## config.mk

```make
export PLATFORM = sky130hd
export DESIGN_NAME = unidade_exibicao_sequencia
export DESIGN_NICKNAME = d
export VERILOG_FILES = /design/src/rtl/unidade_exibicao_sequencia.sv
export SDC_FILE = /design/constraint.sdc
export NUM_CORES = 1
export LEC_CHECK = 0
export CAP_MARGIN = 20
export CORE_MARGIN = 2
export CORE_UTILIZATION = 31
export CTS_CLUSTER_DIAMETER = 50
export DETAILED_ROUTE_END_ITERATION = 6
export PLACE_DENSITY_LB_ADDON = 0.25
export SYNTH_ARGS = -nofsm -noshare
export SYNTH_HDL_FRONTEND = slang
export SYNTH_SLANG_ARGS = --single-unit
```

## constraint.sdc

```tcl
create_clock -name clock -period 1.7 [get_ports clock]
set_input_delay 0.34 -clock clock [delete_from_list [all_inputs] [get_ports clock]]
set_output_delay 0.34 -clock clock [all_outputs]
set_load 0.01 [all_outputs]
```

## src/rtl/unidade_exibicao_sequencia.sv

```systemverilog
// Sequence playback unit for the memory game.
// Walks the jogadas memory from address 0 up to the latched limite, showing
// each entry on the LEDs for T_ON cycles followed by a T_OFF-cycle dark gap,
// then parks in final with pronto high until the next start request.
module unidade_exibicao_sequencia #(
   parameter int T_ON  = 1000,
   parameter int T_OFF = 500
) (
   input  logic       clock,
   input  logic       reset,
   input  logic       iniciar,
   input  logic [3:0] limite,
   input  logic [3:0] dado,
   output logic [3:0] endereco,
   output logic [3:0] leds,
   output logic       exibindo,
   output logic       pronto,
   output logic [3:0] db_estado
);

   // The timer only has to reach the larger of the two terminal counts.
   localparam int T_MAX = (T_ON > T_OFF) ? T_ON : T_OFF;
   localparam int TW    = (T_MAX > 1) ? $clog2(T_MAX) : 1;

   localparam logic [TW-1:0] ON_LAST  = TW'(T_ON - 1);
   localparam logic [TW-1:0] OFF_LAST = TW'(T_OFF - 1);

   typedef enum logic [2:0] {
      INICIAL = 3'd0,
      PREPARA = 3'd1,
      MOSTRA  = 3'd2,
      APAGA   = 3'd3,
      PROXIMO = 3'd4,
      FINAL   = 3'd5
   } estado_t;

   estado_t          r_estado;
   estado_t          w_proximo_estado;
   logic    [3:0]    r_endereco;
   logic    [3:0]    w_endereco;
   logic    [3:0]    r_limite;
   logic    [3:0]    w_limite;
   logic    [TW-1:0] r_timer;
   logic    [TW-1:0] w_timer;

   // State, address, latched limit and timer registers.
   // NOTE: sequential state uses non-blocking assignments so every register
   // samples the values computed before the edge, independent of block order.
   always_ff @(posedge clock or posedge reset) begin
      if (reset) begin
         r_estado   <= INICIAL;
         r_endereco <= 4'd0;
         r_limite   <= 4'd0;
         r_timer    <= '0;
      end else begin
         r_estado   <= w_proximo_estado;
         r_endereco <= w_endereco;
         r_limite   <= w_limite;
         r_timer    <= w_timer;
      end
   end

   // Next-state logic plus the next values of address, limit and timer.
   // NOTE: every signal gets a hold default before the case, so branches that
   // do not touch it keep the register value instead of inferring a latch.
   always_comb begin
      w_proximo_estado = r_estado;
      w_endereco       = r_endereco;
      w_limite         = r_limite;
      w_timer          = r_timer;

      case (r_estado)
         INICIAL: begin
            if (iniciar) w_proximo_estado = PREPARA;
         end

         PREPARA: begin
            w_proximo_estado = MOSTRA;
            w_endereco       = 4'd0;
            w_limite         = limite;
            w_timer          = '0;
         end

         MOSTRA: begin
            if (r_timer == ON_LAST) begin
               w_proximo_estado = APAGA;
               w_timer          = '0;
            end else begin
               w_timer = r_timer + TW'(1);
            end
         end

         APAGA: begin
            if (r_timer == OFF_LAST) begin
               w_timer          = '0;
               w_proximo_estado = (r_endereco == r_limite) ? FINAL : PROXIMO;
            end else begin
               w_timer = r_timer + TW'(1);
            end
         end

         PROXIMO: begin
            w_proximo_estado = MOSTRA;
            w_endereco       = r_endereco + 4'd1;
            w_timer          = '0;
         end

         FINAL: begin
            if (iniciar) w_proximo_estado = PREPARA;
         end

         default: begin
            w_proximo_estado = INICIAL;
         end
      endcase
   end

   // Moore outputs decoded from the current state only.
   always_comb begin
      leds      = 4'b0000;
      exibindo  = 1'b0;
      pronto    = 1'b0;
      db_estado = 4'b1111;

      case (r_estado)
         INICIAL: db_estado = 4'b0000;
         PREPARA: begin
            db_estado = 4'b0001;
            exibindo  = 1'b1;
         end
         MOSTRA: begin
            db_estado = 4'b0010;
            exibindo  = 1'b1;
            leds      = dado;
         end
         APAGA: begin
            db_estado = 4'b0011;
            exibindo  = 1'b1;
         end
         PROXIMO: begin
            db_estado = 4'b0100;
            exibindo  = 1'b1;
         end
         FINAL: begin
            db_estado = 4'b0101;
            pronto    = 1'b1;
         end
         default: db_estado = 4'b1111;
      endcase
   end

   assign endereco = r_endereco;

endmodule

```

# Word-level counts from Yosys, hierarchy flattened

Index checks and enable logic that the tools add are counted.

Input port bits: 11
Bits in registers: 21
Output and inout bits: 14
Logic and storage cells: 37

Equal/unequal tests: 11
Reduce and logical (&&, ||, !) cells: 7
$add $sub $neg: 2
Muxes and demuxes: 13

Operator list:

| cell                                            | number |
|---|---|
| one-hot mux 10 bit (3 select lines)             | 1 |
| one-hot mux 4 bit (6 select lines)              | 1 |
| 2-to-1 mux 10 bit                               | 2 |
| one-hot mux 3 bit (4 select lines)              | 1 |
| adder 10 x 1 -> 10 bit (second input constant)  | 1 |
| == test 10 bit (second input constant)          | 1 |
| == test 10 x 9 -> 1 bit (second input constant) | 1 |
| 2-to-1 mux 3 bit                                | 3 |
| one-hot mux 4 bit (2 select lines)              | 1 |
| == test 3 x 2 -> 1 bit (second input constant)  | 2 |
| == test 3 bit (second input constant)           | 2 |
| adder 4 x 1 -> 4 bit (second input constant)    | 1 |
| == test 4 bit                                   | 1 |
| 2-to-1 mux 4 bit                                | 1 |
| != test 2 bit (second input constant)           | 2 |
| OR reduction 2 bit                              | 2 |
| OR reduction 4 bit                              | 1 |
| == test 3 x 1 -> 1 bit (second input constant)  | 1 |
| logical NOT 3 bit                               | 1 |
| 2-to-1 mux 1 bit                                | 3 |
| AND reduction 3 bit                             | 1 |
| nonzero test 3 bit                              | 1 |
| != test 2 x 1 -> 1 bit (second input constant)  | 1 |
| nonzero test 2 bit                              | 1 |

# Longest topological paths before layout

Gate-level depths: netlist of run 1.

Depth after elaboration: 4
Depth in mapped cells: 6
Gate-level depth less buffers: 5

# Worst setup path before layout of run 1

Ideal clock, no wire load.

Kind: register to output
Start point: reg r_estado[1]
End point: out db_estado[0]
Cell stages (with the launch flop): 5
Data arrival time: 1.190 ns
Slack: 0.170 ns
Buffers on the path: 2
Required time: 1.360 ns
Cells stage by stage: dfrtp_1 > buf_4 > clkbuf_1 > and2_1 > or2_2

Cells in the longest elaborated chain, start to end: 2
Elaborated cells on any way between the ends: 7
Classes of those cells: 5 x eq/ne; 1 x mux; 1 x reduce/logical

Ends and longest elaborated chain:

| what                                        | RTL line | text |
|---|---|---|
| from (decl)                                 | 37       | `estado_t r_estado;` |
| from (signal assigned)                      | 56       | `r_estado <= w_proximo_estado;` |
| == test 3 bit, or another cell as far along | 125      | `case (r_estado)` |
| one-hot mux 4 bit (6 select lines) *        | 125      |  |
| to (decl)                                   | 18       | `output logic [3:0] db_estado` |

Every way passes the cells marked *; elsewhere a longest branch is shown, timed or not.

# Worst setup path in the final report of run 1

Start point: reg r_estado[2]
End point: out exibindo

Cells in the longest elaborated chain, start to end: 3
Elaborated cells on any way between the ends: 6
Classes of those cells: 4 x eq/ne; 1 x mux; 1 x reduce/logical

Ends and longest elaborated chain:

| what                                                 | RTL line | text |
|---|---|---|
| == test 3 x 2 -> 1 bit, or another cell as far along | 125      |  |
| OR reduction 4 bit (no source line) *                | --       |  |
| 2-to-1 mux 1 bit *                                   | 125      |  |
| to (decl)                                            | 16       | `output logic exibindo,` |

Marks and branches as above.

==> impl_metrics.sql, run 1 <==
INSERT INTO impl_metrics (metric_group, metric, value, unit) VALUES
('place', 'dp_worst_setup_slack', '-0.1121', 'ns'),
('final_layout', 'layout-drive-gt1-share', '38.71', '%'),
('run', 'cap_viol_max_count', '0', ''),
('timing', 'grt_setup_unrepaired', 'yes', ''),
('routing', 'vias', '1220', ''),
('critical_path', 'rrSetupSlack', '-0.03', 'ns'),
('synth', 'synth_cell_types', '39', ''),
('routing', 'drt_drc_violations_left', '0', ''),
('critical_path', 'timing.critical_path.mode_cell', 'buf_6', ''),
('synth', 'synth_most_common_cell', 'dfrtp_1', ''),
('timing', 'tightest_slew', '0.2851', 'ns'),
('synth', 'synth_fp_nets', '149', ''),
('routing', 'routed_wire_length_per_instance', '13.64', 'um'),
('timing', 'fin_worst_hold_slack', '0.4079', 'ns'),
('clock_tree', 'cts_buffers', '3', ''),
('pwr', 'ir_drop', '0.0003715', 'V'),
('floorplan', 'boundaryPins', '25', ''),
('critical_path', 'timing.critical_path.fanout_max', '3', ''),
('timing', 'endpoints_failing_setup', '4', ''),
('synth', 'ys_async_sr_fraction', '100.0', '%'),
('synth', 'synthDominantCellAreaShare', '41.34', '%'),
('timing', 'worst_slack', '-0.06804', 'ns'),
('final_layout', 'antenna-diode-count', '0', ''),
('timing', 'timing.final.max_slew_violations', '0', ''),
('timing', 'slew-limit-headroom', '80.82', '%'),
('place', 'post-dp-hpwl', '2283', 'um'),
('timing', 'finalHoldViolCount', '0', ''),
('final_layout', 'final_nets', '200', ''),
('synth', 'synth_largest_area_cell', 'dfrtp_1', ''),
('synth', 'yosys_warnings', '0', ''),
('outcome', 'failed_checks', 'negative setup slack', ''),
('floorplan', 'die_height', '68.04', 'um'),
('clock_tree', 'cts.root.buffer_cell', 'clkbuf_8', ''),
('place', 'numPortBuffers', '24', ''),
('critical_path', 'crit_slowest_cell', 'dfrtp_2', ''),
('critical_path', 'crit-reg2reg-launch', 'r_estado[1]$_DFFE_PP0P_', ''),
('routing', 'antenna_left', '0', ''),
('floorplan', 'core-area', '3971', 'sq um'),
('critical_path', 'r2r_end', 'r_timer[9]$_DFFE_PP0P_', ''),
('pwr', 'p_leak', '0.8245', 'nW'),
('outcome', 'outcome', 'finished with violations', ''),
('synth', 'synth_enable_flop_cells', '0', ''),
('critical_path', 'worst_reg2reg_path_length_in_cells', '7', ''),
('grt', 'initial_antenna_violation_count', '0', ''),
('synth', 'synth_area', '1271', 'sq um'),
('place', 'place.gp.congestion', '0.8319', ''),
('grt', 'grt_max_degree', '22', ''),
('clock_tree', 'clk_pin_slew', '0.08', 'ns'),
('routing', 'vias_per_cell', '5.169', ''),
('routing', 'drt_first_iter_violations', '71', ''),
('timing', 'finalCritPeriodShare', '104.0', '%'),
('routing', 'drt_pass1_iterations', '4', ''),
('critical_path', 'endpoint_kind', 'primary output', ''),
('synth', 'synth_cells', '136', ''),
('floorplan', 'fp-row-count', '23', ''),
('synth', 'postSynthRegisterBits', '21', ''),
('timing', 'min_period', '1.768', 'ns'),
('synth', 'synth_top_cells_by_area', 'dfrtp_1, o21ai_0, a21oi_1', ''),
('synth', 'synth-seq-area-share', '41.34', '%'),
('critical_path', 'worstPathRequired', '1.36', 'ns'),
('clock_tree', 'cts_hold_repair.buffers', '0', ''),
('final_layout', 'syn_to_final_growth', '48.33', '%'),
('final_layout', 'final.fill_count', '387', ''),
('grt', 'grt_pass1_wl', '5375', 'um'),
('floorplan', 'die_area', '4629', 'sq um'),
('critical_path', 'worst_path_largest_cell_delay', '0.44', 'ns'),
('synth', 'synth_commonest_cells', 'dfrtp_1, o21ai_0, a21oi_1, nand2_1', ''),
('synth', 'synth_top_flop_cell', 'dfrtp_1', ''),
('routing', 'wl', '3218', 'um'),
('hold_path', 'hold_path_class', 'primary input to async pin', ''),
('clock_tree', 'clock_latency', '0.26', 'ns');
-- layer usage --
| layer | share of wire (%) | vias to the layer above | global-route usage, % | wire length (um) |
|---|---|---|---|---|
| li1 | - | 596 | - | - |
| met1 | 43 | 594 | 19.53 | 1373 |
| met2 | 52 | 24 | 25.36 | 1685 |
| met3 | 3.1 | 6 | 2.961 | 100 |
| met4 | 1.8 | 0 | 6.750 | 59 |
| met5 | 0 | - | 0 | 0 |
-- cells by family after synthesis --
group | share of synthesized area (%)
compound gates | 17.62
xor+xnor | 6.200
fa+ha+maj | 1.968
buf+inv | 5.510
flops | 41.34
mux | 3.543
simple gates | 23.82
-- worst max-delay path: cells and delay by family (launching register included) --
kind | cells | cell delay [ns]
flip-flops | 1 | 0.44
buffers and inverters | 3 | 0.27
AND/OR/NAND/NOR | 2 | 0.46
-- where the power goes --
group          total, W  switching (W)  internal, W
Sequential     0.000716       0.000120     0.000596
Combinational  0.000478       0.000231     0.000246
Clock          0.000331       0.000168     0.000163
Total           0.00152       0.000520      0.00101
-- flip-flops by register name, indices dropped and copies added, names as in the netlist --
name	cells
endereco	4
r_estado	3
r_limite	4
r_timer	10
-- placed cells by master, fill, tap and decap left out, types with 3 or more instances in the layout --
cell type,count
o21ai_0,13
dfrtp_2,3
nand4_1,6
mux2_2,4
clkdlybuf4s50_1,14
and4_1,3
and3_1,5
a21oi_1,5
inv_1,4
buf_6,10
a21oi_2,4
xnor2_1,5
nand2_1,8
clkbuf_8,3
clkbuf_2,4
xor2_1,4
nand3_1,4
nor2_1,5
dfrtp_1,18
buf_4,25
-- metrics by stage --
stage | instances | power, W | util, % | setup TNS, ns | cell area, sq um
after floorplan | 136 | 0.0009999 | - | 0 | 1271
after global placement | 221 | 0.001165 | 42.22 | -0.5966 | 1677
after detailed placement | 221 | 0.001176 | 42.22 | -0.6492 | 1677
after CTS | 232 | 0.001508 | 45.94 | -0.1052 | 1824
after global routing | 236 | 0.001639 | 47.48 | -0.4983 | 1886
final | 236 | 0.001525 | 47.48 | -0.1479 | 1886
-- final cells by class --
type,instances,area [sq um],area share (%)
Inverter,6,22.52,1.194
Multi-Input combinational cell,100,750.7,39.81
Clock inverter,1,5.005,0.2654
Clock buffer,3,41.29,2.190
Timing Repair Buffer,55,474.2,25.15
Tap cell,50,62.56,3.318
Sequential cell,21,529.3,28.07
-- worst max-delay path by stage --
stage                         endpoint  slack, ns
final                         exibindo      -0.07
after global placement        exibindo      -0.10
after detailed placement       leds[1]      -0.11
after floorplan           db_estado[0]       0.17
after CTS                     exibindo      -0.11
after global routing          exibindo      -0.11
-- what timing repair did --
| item | CTS | global route |
|---|---|---|
| endpoints found under the hold margin | 0 | 0 |
| setup endpoints to repair | 10 | 20 |
| gates resized for setup | 43 | 19 |
| pin swaps | 4 | 8 |
| setup buffers | 7 | 4 |
Power figures use the tool's default switching activity.
==> run 2, diff against run 1 <==
GPL_ROUTABILITY_DRIVEN = 0   (was not set)
==> results of run 2 <==
The final DEF is identical to that of run 1; final timing and power are the same.
==> run 3, diff against run 2 <==
PLACE_DENSITY = 0.49   (was not set)
PLACE_DENSITY_LB_ADDON = not set   (was 0.25)
==> run 3 against run 2 <==
  * The flow now finishes without violations
  * Global-route usage up 0.27 points
  * Power up 1.1%
  * Flip-flop and latch count unchanged
  * Critical endpoint unchanged
  * Clock power up 1%
  * Combinational power up 6.5%
==> impl_metrics.sql, run 3 (synthesis gave the netlist of run 1 again) <==
INSERT INTO impl_metrics (metric_group, metric, value, unit) VALUES
('outcome', 'outcome', 'completed', ''),
('routing', 'antenna_left', '0', ''),
('grt', 'global_route.overflow_total', '0', ''),
('place', 'post-dp-hpwl', '2356', 'um'),
('final_layout', 'layout-drive-gt1-share', '36.61', '%'),
('clock_tree', 'clock_latency', '0.26', 'ns'),
('routing', 'vias', '1182', ''),
('critical_path', 'path_class', 'flip-flop to primary output', ''),
('grt', 'initial_antenna_violation_count', '0', ''),
('final_layout', 'finalCoreUtilization', '45.94', '%'),
('timing', 'slew-limit-headroom', '75.38', '%'),
('hold_path', 'hold_path_class', 'primary input to async pin', ''),
('timing', 'setup-tns-final', '0', 'ns'),
('final_layout', 'final_common_cell', 'buf_4', ''),
('clock_tree', 'clock_tree.buffer_depth', '2', ''),
('timing', 'finalHoldViolCount', '0', ''),
('place', 'numPortBuffers', '24', ''),
('timing', 'endpoints_failing_setup', '0', ''),
('floorplan', 'initial_core_util', '32.01', '%'),
('critical_path', 'timing.critical_path.fanout_max', '4', ''),
('final_layout', 'antenna-diode-count', '0', ''),
('critical_path', 'worstPathRequired', '1.36', 'ns'),
('critical_path', 'worst_ep_arrival_time', '1.33', 'ns'),
('critical_path', 'crit-reg2reg-launch', 'r_estado[1]$_DFFE_PP0P_', ''),
('clock_tree', 'clk_pin_slew', '0.08', 'ns'),
('run', 'cap_viol_max_count', '0', ''),
('grt', 'grt_usage', '15.66', '%'),
('grt', 'first_global_vias', '1176', ''),
('critical_path', 'r2r_end', 'r_timer[8]$_DFFE_PP0P_', ''),
('timing', 'min_period', '1.673', 'ns'),
('critical_path', 'critical_path_source', 'r_estado[1]$_DFFE_PP0P_', ''),
('routing', 'drt_first_iter_violations', '28', ''),
('timing', 'max_freq', '0.5976', 'GHz'),
('place', 'post_dp_cell_area', '1692', 'sq um'),
('timing', 'grt_setup_unrepaired', 'yes', ''),
('routing', 'vias_per_cell', '5.073', ''),
('timing', 'tightest_slew', '0.3692', 'ns'),
('clock_tree', 'tritoncts', 'yes', ''),
('final_layout', 'final_nets', '197', ''),
('critical_path', 'worst_reg2reg_path_length_in_cells', '6', ''),
('floorplan', 'die_width', '68.04', 'um'),
('critical_path', 'timing.critical_path.to', 'exibindo', ''),
('final_layout', 'syn_to_final_growth', '43.50', '%'),
('pwr', 'ir_drop', '0.0004498', 'V'),
('pwr', 'p_leak', '0.7970', 'nW'),
('timing', 'fin_skew', '0.003118', 'ns'),
('critical_path', 'endpoint_kind', 'primary output', ''),
('clock_tree', 'h-tree-depth', '1', ''),
('final_layout', 'top_library_cells_by_usage_in_the_layout_fill_and_taps_aside', 'buf_4, dfrtp_1, clkdlybuf4s50_1', ''),
('pwr', 'power.density_cell_area', '844.9', 'nW/um^2'),
('clock_tree', 'cts_hold_repair.buffers', '0', ''),
('grt', 'grt_max_degree', '22', ''),
('critical_path', 'crit_path_start_kind', 'flip-flop', ''),
('routing', 'routed_wire_length_per_instance', '13.64', 'um'),
('floorplan', 'core-area', '3971', 'sq um'),
('floorplan', 'fp-row-count', '23', ''),
('clock_tree', 'cts.root.buffer_cell', 'clkbuf_8', ''),
('timing', 'timing.final.max_slew_violations', '0', ''),
('clock_tree', 'total_number_of_clock_tree_sinks', '21', ''),
('floorplan', 'die_area', '4629', 'sq um'),
('grt', 'grt_pass1_wl', '5464', 'um'),
('clock_tree', 'cts_buffers', '3', ''),
('routing', 'drt_pass1_iterations', '4', ''),
('critical_path', 'rrSetupSlack', '0.03', 'ns'),
('timing', 'finalCritPeriodShare', '98.43', '%'),
('routing', 'drt_drc_violations_left', '0', ''),
('final_layout', 'largest_reg_flops', '10', ''),
('floorplan', 'boundaryPins', '25', ''),
('floorplan', 'die_height', '68.04', 'um'),
('final_layout', 'max_flop_register', 'r_timer', ''),
('routing', 'wl', '3177', 'um'),
('final_layout', 'final_area', '1824', 'sq um');
==> run 3: cell count changes in the layout (fill, tap and decap cells not counted), sizes merged <==
cell and change:
clkbuf -1, dlygate4sd2 -1, clkinv -1, clkdlybuf4s15 +1, buf -1
==> run 3: worst min-delay path by stage <==
stage / slack, ns / startpoint / cells after the start / to
after floorplan: 0.32 / reset / 1 / endereco[0]$_DFFE_PP0P_
after global placement: 0.52 / r_limite[0]$_DFFE_PP0P_ / 1 / r_limite[0]$_DFFE_PP0P_
after detailed placement: 0.52 / r_limite[3]$_DFFE_PP0P_ / 1 / r_limite[3]$_DFFE_PP0P_
after CTS: 0.42 / reset / 3 / r_limite[1]$_DFFE_PP0P_
after global routing: 0.44 / reset / 3 / r_limite[1]$_DFFE_PP0P_
final: 0.41 / reset / 3 / r_limite[1]$_DFFE_PP0P_
==> run 3: critical path, stage by stage (launching register included) <==
cell,delay [ns]
dfrtp_2,0.45
or3_4,0.41
nand2_2,0.07
inv_1,0.04
clkbuf_2,0.11
==> run 3: metrics by stage <==
stage / setup slack [ns] / hold WS (ns) / power (W) / instances
finish: 0.02676 / 0.4129 / 0.001541 / 233
global route: -0.03285 / 0.4432 / 0.001658 / 233
CTS: -0.1440 / 0.4193 / 0.001565 / 230
detailed placement: -0.1250 / 0.5211 / 0.001218 / 223
global placement: -0.1139 / 0.5174 / 0.001206 / 223
floorplan: 0.1701 / 0.3165 / 0.0009999 / 136
==> run 3: layer usage <==
| layer | up-vias | track usage [%] | wire length, um |
|---|---|---|---|
| li1 | 588 | - | - |
| met1 | 576 | 19.37 | 1378 |
| met2 | 16 | 27.55 | 1689 |
| met3 | 2 | 3.454 | 86 |
| met4 | 0 | 3.750 | 23 |
| met5 | - | 0 | 0 |
==> run 3: layout make-up <==
class	count	area [sq um]
Fill cell	385	2147
Multi-Input combinational cell	100	732.0
Sequential cell	21	529.3
Timing Repair Buffer	52	432.9
Tap cell	50	62.56
Clock buffer	4	45.04
Inverter	6	22.52
==> run 3: power by group <==
part | switching (W) | total (W) | internal [W]
Combinational | 0.000234 | 0.000509 | 0.000275
Sequential | 0.000101 | 0.000697 | 0.000596
Clock | 0.000168 | 0.000335 | 0.000167
Total | 0.000503 | 0.00154 | 0.00104
==> run 3: what timing repair did <==
item / CTS / global route
setup endpoints to repair: 13 / 12
pin swaps: 1 / 4
gates resized for setup: 37 / 23
buffers inserted: 3 / 3
